$ cat config.mk
export PLATFORM = sky130hd
export DESIGN_NAME = instr_fetch_queue_flat
export DESIGN_NICKNAME = d
export VERILOG_FILES = /design/src/rtl/instr_fetch_queue_pkg.sv /design/src/rtl/instr_fetch_queue_if.sv /design/src/rtl/instr_fetch_queue_sync_fifo.sv /design/src/rtl/instr_fetch_queue.sv /design/src/flat_wrapper.sv
export SDC_FILE = /design/constraint.sdc
export NUM_CORES = 1
export LEC_CHECK = 0
export CAP_MARGIN = 10
export CELL_PAD_IN_SITES_DETAIL_PLACEMENT = 0
export CELL_PAD_IN_SITES_GLOBAL_PLACEMENT = 1
export CORE_ASPECT_RATIO = 2
export CORE_UTILIZATION = 43
export CTS_CLUSTER_SIZE = 24
export DETAILED_ROUTE_END_ITERATION = 8
export GPL_TIMING_DRIVEN = 0
export HOLD_SLACK_MARGIN = 0.06
export PLACE_DENSITY_LB_ADDON = 0.2
export SLEW_MARGIN = 15
export SYNTH_ARGS = -nofsm -noshare
export SYNTH_HDL_FRONTEND = slang
export SYNTH_SLANG_ARGS = --single-unit
$ cat constraint.sdc
create_clock -name clk -period 2.86 [get_ports clk]
set_input_delay 0.429 -clock clk [delete_from_list [all_inputs] [get_ports clk]]
set_output_delay 0.429 -clock clk [all_outputs]
set_load 0.02 [all_outputs]
$ cat src/rtl/instr_fetch_queue_pkg.sv
// Shared fetch-stage types: default datapath widths and the buffered {pc, instr} entry.
package fetch_pkg;

    localparam int DEF_PC_WIDTH    = 16;
    localparam int DEF_INSTR_WIDTH = 32;

    typedef struct packed {
        logic [DEF_PC_WIDTH-1:0]    pc;
        logic [DEF_INSTR_WIDTH-1:0] instr;
    } fetch_entry_t;

endpackage

$ cat src/rtl/instr_fetch_queue_if.sv
// Fetch-queue bus: PC handshake, instruction-memory request/response and decode handshake.
interface instr_fetch_queue_if #(
    parameter int PC_WIDTH    = fetch_pkg::DEF_PC_WIDTH,
    parameter int INSTR_WIDTH = fetch_pkg::DEF_INSTR_WIDTH
);

    logic [PC_WIDTH-1:0]    pc_in;
    logic                   pc_en;
    logic                   flush;
    logic                   imem_req;
    logic [PC_WIDTH-1:0]    imem_addr;
    logic                   imem_gnt;
    logic                   imem_rsp_valid;
    logic [INSTR_WIDTH-1:0] imem_rsp_data;
    logic                   id_valid;
    logic [INSTR_WIDTH-1:0] id_instr;
    logic [PC_WIDTH-1:0]    id_pc;
    logic                   id_ready;

    modport master (
        input  pc_in, flush, imem_gnt, imem_rsp_valid, imem_rsp_data, id_ready,
        output pc_en, imem_req, imem_addr, id_valid, id_instr, id_pc
    );

    modport slave (
        output pc_in, flush, imem_gnt, imem_rsp_valid, imem_rsp_data, id_ready,
        input  pc_en, imem_req, imem_addr, id_valid, id_instr, id_pc
    );

endinterface

$ cat src/rtl/instr_fetch_queue_sync_fifo.sv
// Small synchronous FIFO with registered storage, clear, and occupancy count.
module sync_fifo #(
    parameter int WIDTH = 8,
    parameter int DEPTH = 4
) (
    input  logic                   clk,
    input  logic                   rst,
    input  logic                   push,
    input  logic                   pop,
    input  logic                   clear,
    input  logic [WIDTH-1:0]       din,
    output logic [WIDTH-1:0]       dout,
    output logic                   full,
    output logic                   empty,
    output logic [$clog2(DEPTH):0] count
);

    localparam int AW = (DEPTH > 1) ? $clog2(DEPTH) : 1;
    localparam int CW = $clog2(DEPTH) + 1;

    logic [WIDTH-1:0] r_mem [DEPTH];
    logic [AW-1:0]    r_wr_ptr;
    logic [AW-1:0]    r_rd_ptr;
    logic [CW-1:0]    r_count;
    logic             w_do_push;
    logic             w_do_pop;

    function automatic logic [AW-1:0] next_ptr(input logic [AW-1:0] ptr);
        return (int'(ptr) == DEPTH - 1) ? '0 : ptr + AW'(1);
    endfunction

    assign w_do_push = push && !full;
    assign w_do_pop  = pop && !empty;

    always_ff @(posedge clk or negedge rst) begin
        if (!rst) begin
            r_wr_ptr <= '0;
            r_rd_ptr <= '0;
            r_count  <= '0;
        end else if (clear) begin
            r_wr_ptr <= '0;
            r_rd_ptr <= '0;
            r_count  <= '0;
        end else begin
            if (w_do_push) r_wr_ptr <= next_ptr(r_wr_ptr);
            if (w_do_pop)  r_rd_ptr <= next_ptr(r_rd_ptr);
            r_count <= r_count + CW'(w_do_push) - CW'(w_do_pop);
        end
    end

    // NOTE: storage has no reset; a slot is only read after it was written, so resetting pointers suffices.
    always_ff @(posedge clk) begin
        if (w_do_push) r_mem[r_wr_ptr] <= din;
    end

    assign dout  = r_mem[r_rd_ptr];
    assign full  = (r_count == CW'(DEPTH));
    assign empty = (r_count == '0);
    assign count = r_count;

endmodule

$ cat src/rtl/instr_fetch_queue.sv
// Fetch stage: issues in-order imem requests at the PC, buffers {pc,instr} for decode, drops work on flush.
module instr_fetch_queue
    import fetch_pkg::*;
#(
    parameter int PC_WIDTH        = DEF_PC_WIDTH,
    parameter int INSTR_WIDTH     = DEF_INSTR_WIDTH,
    parameter int DEPTH           = 4,
    parameter int MAX_OUTSTANDING = 2
) (
    input logic                 clk,
    input logic                 rst,
    instr_fetch_queue_if.master bus
);

    localparam int CNT_W = $clog2(DEPTH) + 1;
    localparam int OUT_W = $clog2(MAX_OUTSTANDING) + 1;

    logic [OUT_W-1:0]    r_outstanding;
    logic [OUT_W-1:0]    r_drop;
    logic [CNT_W-1:0]    w_count;
    logic [OUT_W-1:0]    w_tag_count;
    logic [PC_WIDTH-1:0] w_tag_pc;
    logic                w_tag_full;
    logic                w_tag_empty;
    logic                w_full;
    logic                w_empty;
    logic                w_req;
    logic                w_accept;
    logic                w_rsp;
    logic                w_push;
    logic                w_pop;
    fetch_entry_t        w_push_entry;
    fetch_entry_t        w_head;

    // Reserving a FIFO slot per in-flight request means responses never need back-pressure.
    assign w_req = rst && !bus.flush
                && (int'(r_outstanding) < MAX_OUTSTANDING)
                && (int'(w_count) + int'(r_outstanding) < DEPTH);

    assign w_accept     = w_req && bus.imem_gnt;
    assign w_rsp        = bus.imem_rsp_valid;
    assign w_push       = w_rsp && !bus.flush && (r_drop == '0);
    assign w_pop        = !w_empty && bus.id_ready && !bus.flush;
    assign w_push_entry = '{pc: w_tag_pc, instr: bus.imem_rsp_data};

    assign bus.imem_req  = w_req;
    assign bus.imem_addr = bus.pc_in;
    assign bus.pc_en     = w_accept;
    assign bus.id_valid  = !w_empty;
    assign bus.id_pc     = w_empty ? '0 : w_head.pc;
    assign bus.id_instr  = w_empty ? '0 : w_head.instr;

    sync_fifo #(.WIDTH(PC_WIDTH), .DEPTH(MAX_OUTSTANDING)) u_tag_q (
        .clk  (clk),
        .rst  (rst),
        .push (w_accept),
        .pop  (w_rsp),
        .clear(1'b0),
        .din  (bus.pc_in),
        .dout (w_tag_pc),
        .full (w_tag_full),
        .empty(w_tag_empty),
        .count(w_tag_count)
    );

    sync_fifo #(.WIDTH($bits(fetch_entry_t)), .DEPTH(DEPTH)) u_entry_q (
        .clk  (clk),
        .rst  (rst),
        .push (w_push),
        .pop  (w_pop),
        .clear(bus.flush),
        .din  (w_push_entry),
        .dout (w_head),
        .full (w_full),
        .empty(w_empty),
        .count(w_count)
    );

    always_ff @(posedge clk or negedge rst) begin
        if (!rst) begin
            r_outstanding <= '0;
            r_drop        <= '0;
        end else begin
            r_outstanding <= r_outstanding + OUT_W'(w_accept) - OUT_W'(w_rsp);
            // Every request in flight at a redirect predates it, and drop already counts a subset of them.
            if (bus.flush)
                r_drop <= r_outstanding - OUT_W'(w_rsp);
            else if (w_rsp && r_drop != '0)
                r_drop <= r_drop - OUT_W'(1);
        end
    end

    a_rsp_has_request: assert property (@(posedge clk) disable iff (!rst)
        w_rsp |-> (r_outstanding != '0) && !w_tag_empty);
    a_entry_no_overflow: assert property (@(posedge clk) disable iff (!rst)
        w_push |-> !w_full);
    a_tag_no_overflow: assert property (@(posedge clk) disable iff (!rst)
        w_accept |-> !w_tag_full);
    a_drop_bounded: assert property (@(posedge clk) disable iff (!rst)
        r_drop <= r_outstanding);
    a_tag_tracks_outstanding: assert property (@(posedge clk) disable iff (!rst)
        w_tag_count == r_outstanding);

endmodule

$ cat src/flat_wrapper.sv
// flat-port wrapper written by rule: the top's interface ports become plain ports
module instr_fetch_queue_flat import fetch_pkg::*;
#(
    parameter int PC_WIDTH        = DEF_PC_WIDTH,
    parameter int INSTR_WIDTH     = DEF_INSTR_WIDTH,
    parameter int DEPTH           = 4,
    parameter int MAX_OUTSTANDING = 2
)
  (clk, rst, bus_pc_in, bus_flush, bus_imem_gnt, bus_imem_rsp_valid, bus_imem_rsp_data, bus_id_ready, bus_pc_en, bus_imem_req, bus_imem_addr, bus_id_valid, bus_id_instr, bus_id_pc);
  instr_fetch_queue_if #(.PC_WIDTH(PC_WIDTH), .INSTR_WIDTH(INSTR_WIDTH)) bus_i ();
  input logic clk;
  input logic rst;
  input wire logic [$bits(bus_i.pc_in)-1:0] bus_pc_in;
  input wire logic [$bits(bus_i.flush)-1:0] bus_flush;
  input wire logic [$bits(bus_i.imem_gnt)-1:0] bus_imem_gnt;
  input wire logic [$bits(bus_i.imem_rsp_valid)-1:0] bus_imem_rsp_valid;
  input wire logic [$bits(bus_i.imem_rsp_data)-1:0] bus_imem_rsp_data;
  input wire logic [$bits(bus_i.id_ready)-1:0] bus_id_ready;
  output wire logic [$bits(bus_i.pc_en)-1:0] bus_pc_en;
  output wire logic [$bits(bus_i.imem_req)-1:0] bus_imem_req;
  output wire logic [$bits(bus_i.imem_addr)-1:0] bus_imem_addr;
  output wire logic [$bits(bus_i.id_valid)-1:0] bus_id_valid;
  output wire logic [$bits(bus_i.id_instr)-1:0] bus_id_instr;
  output wire logic [$bits(bus_i.id_pc)-1:0] bus_id_pc;
  assign bus_i.pc_in = bus_pc_in;
  assign bus_i.flush = bus_flush;
  assign bus_i.imem_gnt = bus_imem_gnt;
  assign bus_i.imem_rsp_valid = bus_imem_rsp_valid;
  assign bus_i.imem_rsp_data = bus_imem_rsp_data;
  assign bus_i.id_ready = bus_id_ready;
  assign bus_pc_en = bus_i.pc_en;
  assign bus_imem_req = bus_i.imem_req;
  assign bus_imem_addr = bus_i.imem_addr;
  assign bus_id_valid = bus_i.id_valid;
  assign bus_id_instr = bus_i.id_instr;
  assign bus_id_pc = bus_i.id_pc;
  instr_fetch_queue #(.PC_WIDTH(PC_WIDTH), .INSTR_WIDTH(INSTR_WIDTH), .DEPTH(DEPTH), .MAX_OUTSTANDING(MAX_OUTSTANDING)) u_core (.clk(clk), .rst(rst), .bus(bus_i));
endmodule
==> flow_summary_export.csv <==
group,metric,value,unit
setup_path,cpPeakStageDelay,0.54,ns
setup_path,r2r_cells,6,
synth,synth_edf_count,224,
cts,clk_transition_reported_paths,0.07,ns
detailed_routing,dr.pass1.iters,4,
synth,synth_area_leader_cell,"edfxtp_1",
timing,relSlewSlack,0.4708,
grt,antenna_found_initial,0,
synth,synth_commonest_cells,"224 x edfxtp_1, 52 x and2_1, 48 x mux4_2",
synth,yosysWarnings,0,
detailed_routing,routed_wl,17190,um
layout,fin_util,0.5511,
detailed_routing,vias,4549,
setup_path,crit_type,"flop to output pin",
power,power_per_cell_area,828.1,nW/um^2
power,p_total,9.807,mW
timing,hold_ws,0.5106,ns
layout,drive_gt1_frac,0.2395,
hold_path,hold_depth,1,
grt,use_met2,0.3108,
setup_path,crit_fanout,10,
synth,ys.flop_type,"edfxtp_1",
cts,cts-root-buf,"clkbuf_16",
timing,period_share,0.9908,
floorplan,rows,76,
layout,design_area,11840,um^2
synth,synth_cell_type_count,30,
timing,worst_slack,0.02641,ns
setup_path,path_cells,"buf_6, mux4_2, and2_1, clkdlybuf4s50_1",
synth,yosys.area.top_type_share,0.7141,
place,dp_hpwl,11550,um
floorplan,die_y,211.3,um
timing,drv_slew,0,
layout,nets,677,
timing,setup_viol,0,
timing,tns,0,ns
cts,cts_buffers,21,
layout,stdcell_count,895,
timing,skew,0.01608,ns
place,post-place-ws,-0.8036,ns
timing,tightest_slew,0.7938,ns
grt,grt_pass1_wl,26740,um
synth,ys_seq_area_frac,0.7540,
setup_path,cpMaxStageDelayCell,"clkdlybuf4s50_1",
setup_path,crit_required,2.43,ns
grt,grt_busiest_layer,"met2",
timing,fin_crit,2.834,ns
cts,cts.htree.levels,1,
grt,grt_max_degree,40,
setup_path,end_kind,"output pin",
grt,overflow,0,
setup_path,start_kind,"flop",
synth,syn-num-nets,527,
synth,ys_ff_latch,239,
place,dpl.cell_count,857,
place,placed_cell_area,11090,um^2
timing,rsz0062_at_grt,"true",
synth,synth.avg_cell_area,20.52,um^2
synth,synthCells,459,
grt,grt_use_met1,0.1639,
cts,cts.sink_count,239,
grt,grt_pass1_vias,5085,
layout,antennaDiodeCount,0,
timing,timing.final.hold_violations,0,
synth,yosys-top-cells-area,"edfxtp_1 71%, mux4_2 11%, dfrtp_1 4.0%",
place,globalplace.congestion,0.6832,
place,port_buffers,120,
run_status,outcome,"finished clean",
detailed_routing,ant_nets,0,
detailed_routing,drtIter0Drc,148,
timing,fmax,0.3529,GHz
layout,n_fill_cell,1722,
floorplan,start_util,0.4383,
synth,netlist_area,9419,um^2
setup_path,worstPathArrival,2.40,ns
grt,use_met3,0.02032,
layout,synthToLayoutAreaGrowth,25.73,%
grt,grt_usage,0.1564,
hold_path,hold_class,"flop to flop",
detailed_routing,wl_per_cell,19.20,um
power,ir_drop,0.4951,mV
synth,synth_async_sr_flop_share,0.06276,
cts,cts_tree,"done",
power,power.leakage,4.244,nW
cts,cts_max_path_buffers,3,
detailed_routing,vias_per_cell,5.083,
cts,worstSkewPairLatency,0.50,ns
floorplan,die_area,22540,um^2
run,drv_cap,0,
floorplan,num_io_pins,121,
synth,synth.most_common_cell,"edfxtp_1",
floorplan,die_w,106.7,um
detailed_routing,drc,0,
floorplan,core,21490,um^2
-- layout by cell type, fill, tap and decap left out, types with 13 or more instances in the layout --
| master | Yosys | routed |
|---|---|---|
| mux4_2 | 48 | 48 |
| mux2_2 | 16 | 16 |
| edfxtp_1 | 224 | 224 |
| ha_1 | 13 | 13 |
| dfrtp_1 | 15 | 13 |
| buf_4 | 16 | 20 |
| clkdlybuf4s50_1 | 0 | 92 |
| dlymetal6s2s_1 | 0 | 18 |
| and2_1 | 52 | 48 |
| clkbuf_16 | 0 | 21 |
-- worst max-delay path, delay by kind of cell, from the launching register on --
kind                   cells  cell delay, ns
muxes                      1            0.52
and+or+nand+nor            1            0.18
buffers and inverters      2            0.76
DFF                        1            0.45
-- sequential cells by signal, indices dropped and copies added (netlist names) --
| signal | flops |
|---|---|
| u_core.u_entry_q.r_wr_ptr | 2 |
| u_core.u_tag_q.r_mem | 32 |
| u_core.u_tag_q.count | 2 |
| u_core.u_tag_q.r_rd_ptr | 1 |
| u_core.u_tag_q.r_wr_ptr | 1 |
| u_core.r_outstanding | 2 |
| u_core.r_drop | 2 |
| u_core.u_entry_q.r_mem | 192 |
| u_core.u_entry_q.r_rd_ptr | 2 |
| u_core.u_entry_q.count | 3 |
-- path summary, 6_finish.rpt --
check	end	slack, ns	start
setup / recovery	bus_id_instr[31]	0.03	u_core.u_entry_q.r_rd_ptr[0]
hold / removal	u_core.u_tag_q.r_wr_ptr	0.51	u_core.u_tag_q.r_wr_ptr
setup reg to reg	u_core.u_tag_q.r_mem[1][0]	0.18	u_core.u_entry_q.count[1]
hold reg to reg	u_core.u_tag_q.r_wr_ptr	0.51	u_core.u_tag_q.r_wr_ptr
max in group asynchronous	u_core.u_entry_q.r_rd_ptr[0]	1.71	rst
min in group asynchronous	u_core.u_entry_q.count[0]	0.64	rst
-- kinds of logic (layout without fill, tap and decap cells) --
family | Yosys count | after routing | synth area share
AOI/OAI and AO/OA | 6 | 6 | 0.006244
buffers and inverters | 47 | 210 | 0.02590
muxes | 66 | 66 | 0.1360
xor gates and xnor gates | 12 | 12 | 0.01116
DFF | 239 | 239 | 0.7540
adders and majority gates | 14 | 14 | 0.01939
and+or+nand+nor | 75 | 75 | 0.04729
-- what timing repair did --
| item | 4_1_cts | 5_1_grt |
|---|---|---|
| setup endpoints to repair | 85 | 35 |
| setup buffers | 1 | 2 |
| hold buffers | 1 | 0 |
| pin swaps | 1 | 1 |
| gates cloned | 0 | 0 |
| gates resized for setup | 41 | 22 |
| endpoints found under the hold margin | 15 | 0 |
-- area by class of cell --
type,instances,area [um^2],area share
Multi-Input combinational cell,173,2095,0.1769
Timing Repair Buffer,129,1379,0.1164
Buffer,34,257.7,0.02176
Clock inverter,15,98.84,0.008347
Inverter,11,41.29,0.003487
Clock buffer,21,525.5,0.04437
Tap cell,273,341.6,0.02884
Sequential cell,239,7104,0.5999
-- routing by layer --
metal,vias up,share of wire
met5,-,0
met4,0,0.027
met3,31,0.037
met2,93,0.58
met1,2351,0.36
li1,2074,-
-- power breakdown --
part	internal, mW	leakage [nW]	switching (mW)
clock network	1.43	0.310	1.18
logic	1.53	1.73	1.47
registers	4.08	2.20	0.112
Note: power is estimated with default switching activity, not from simulation.
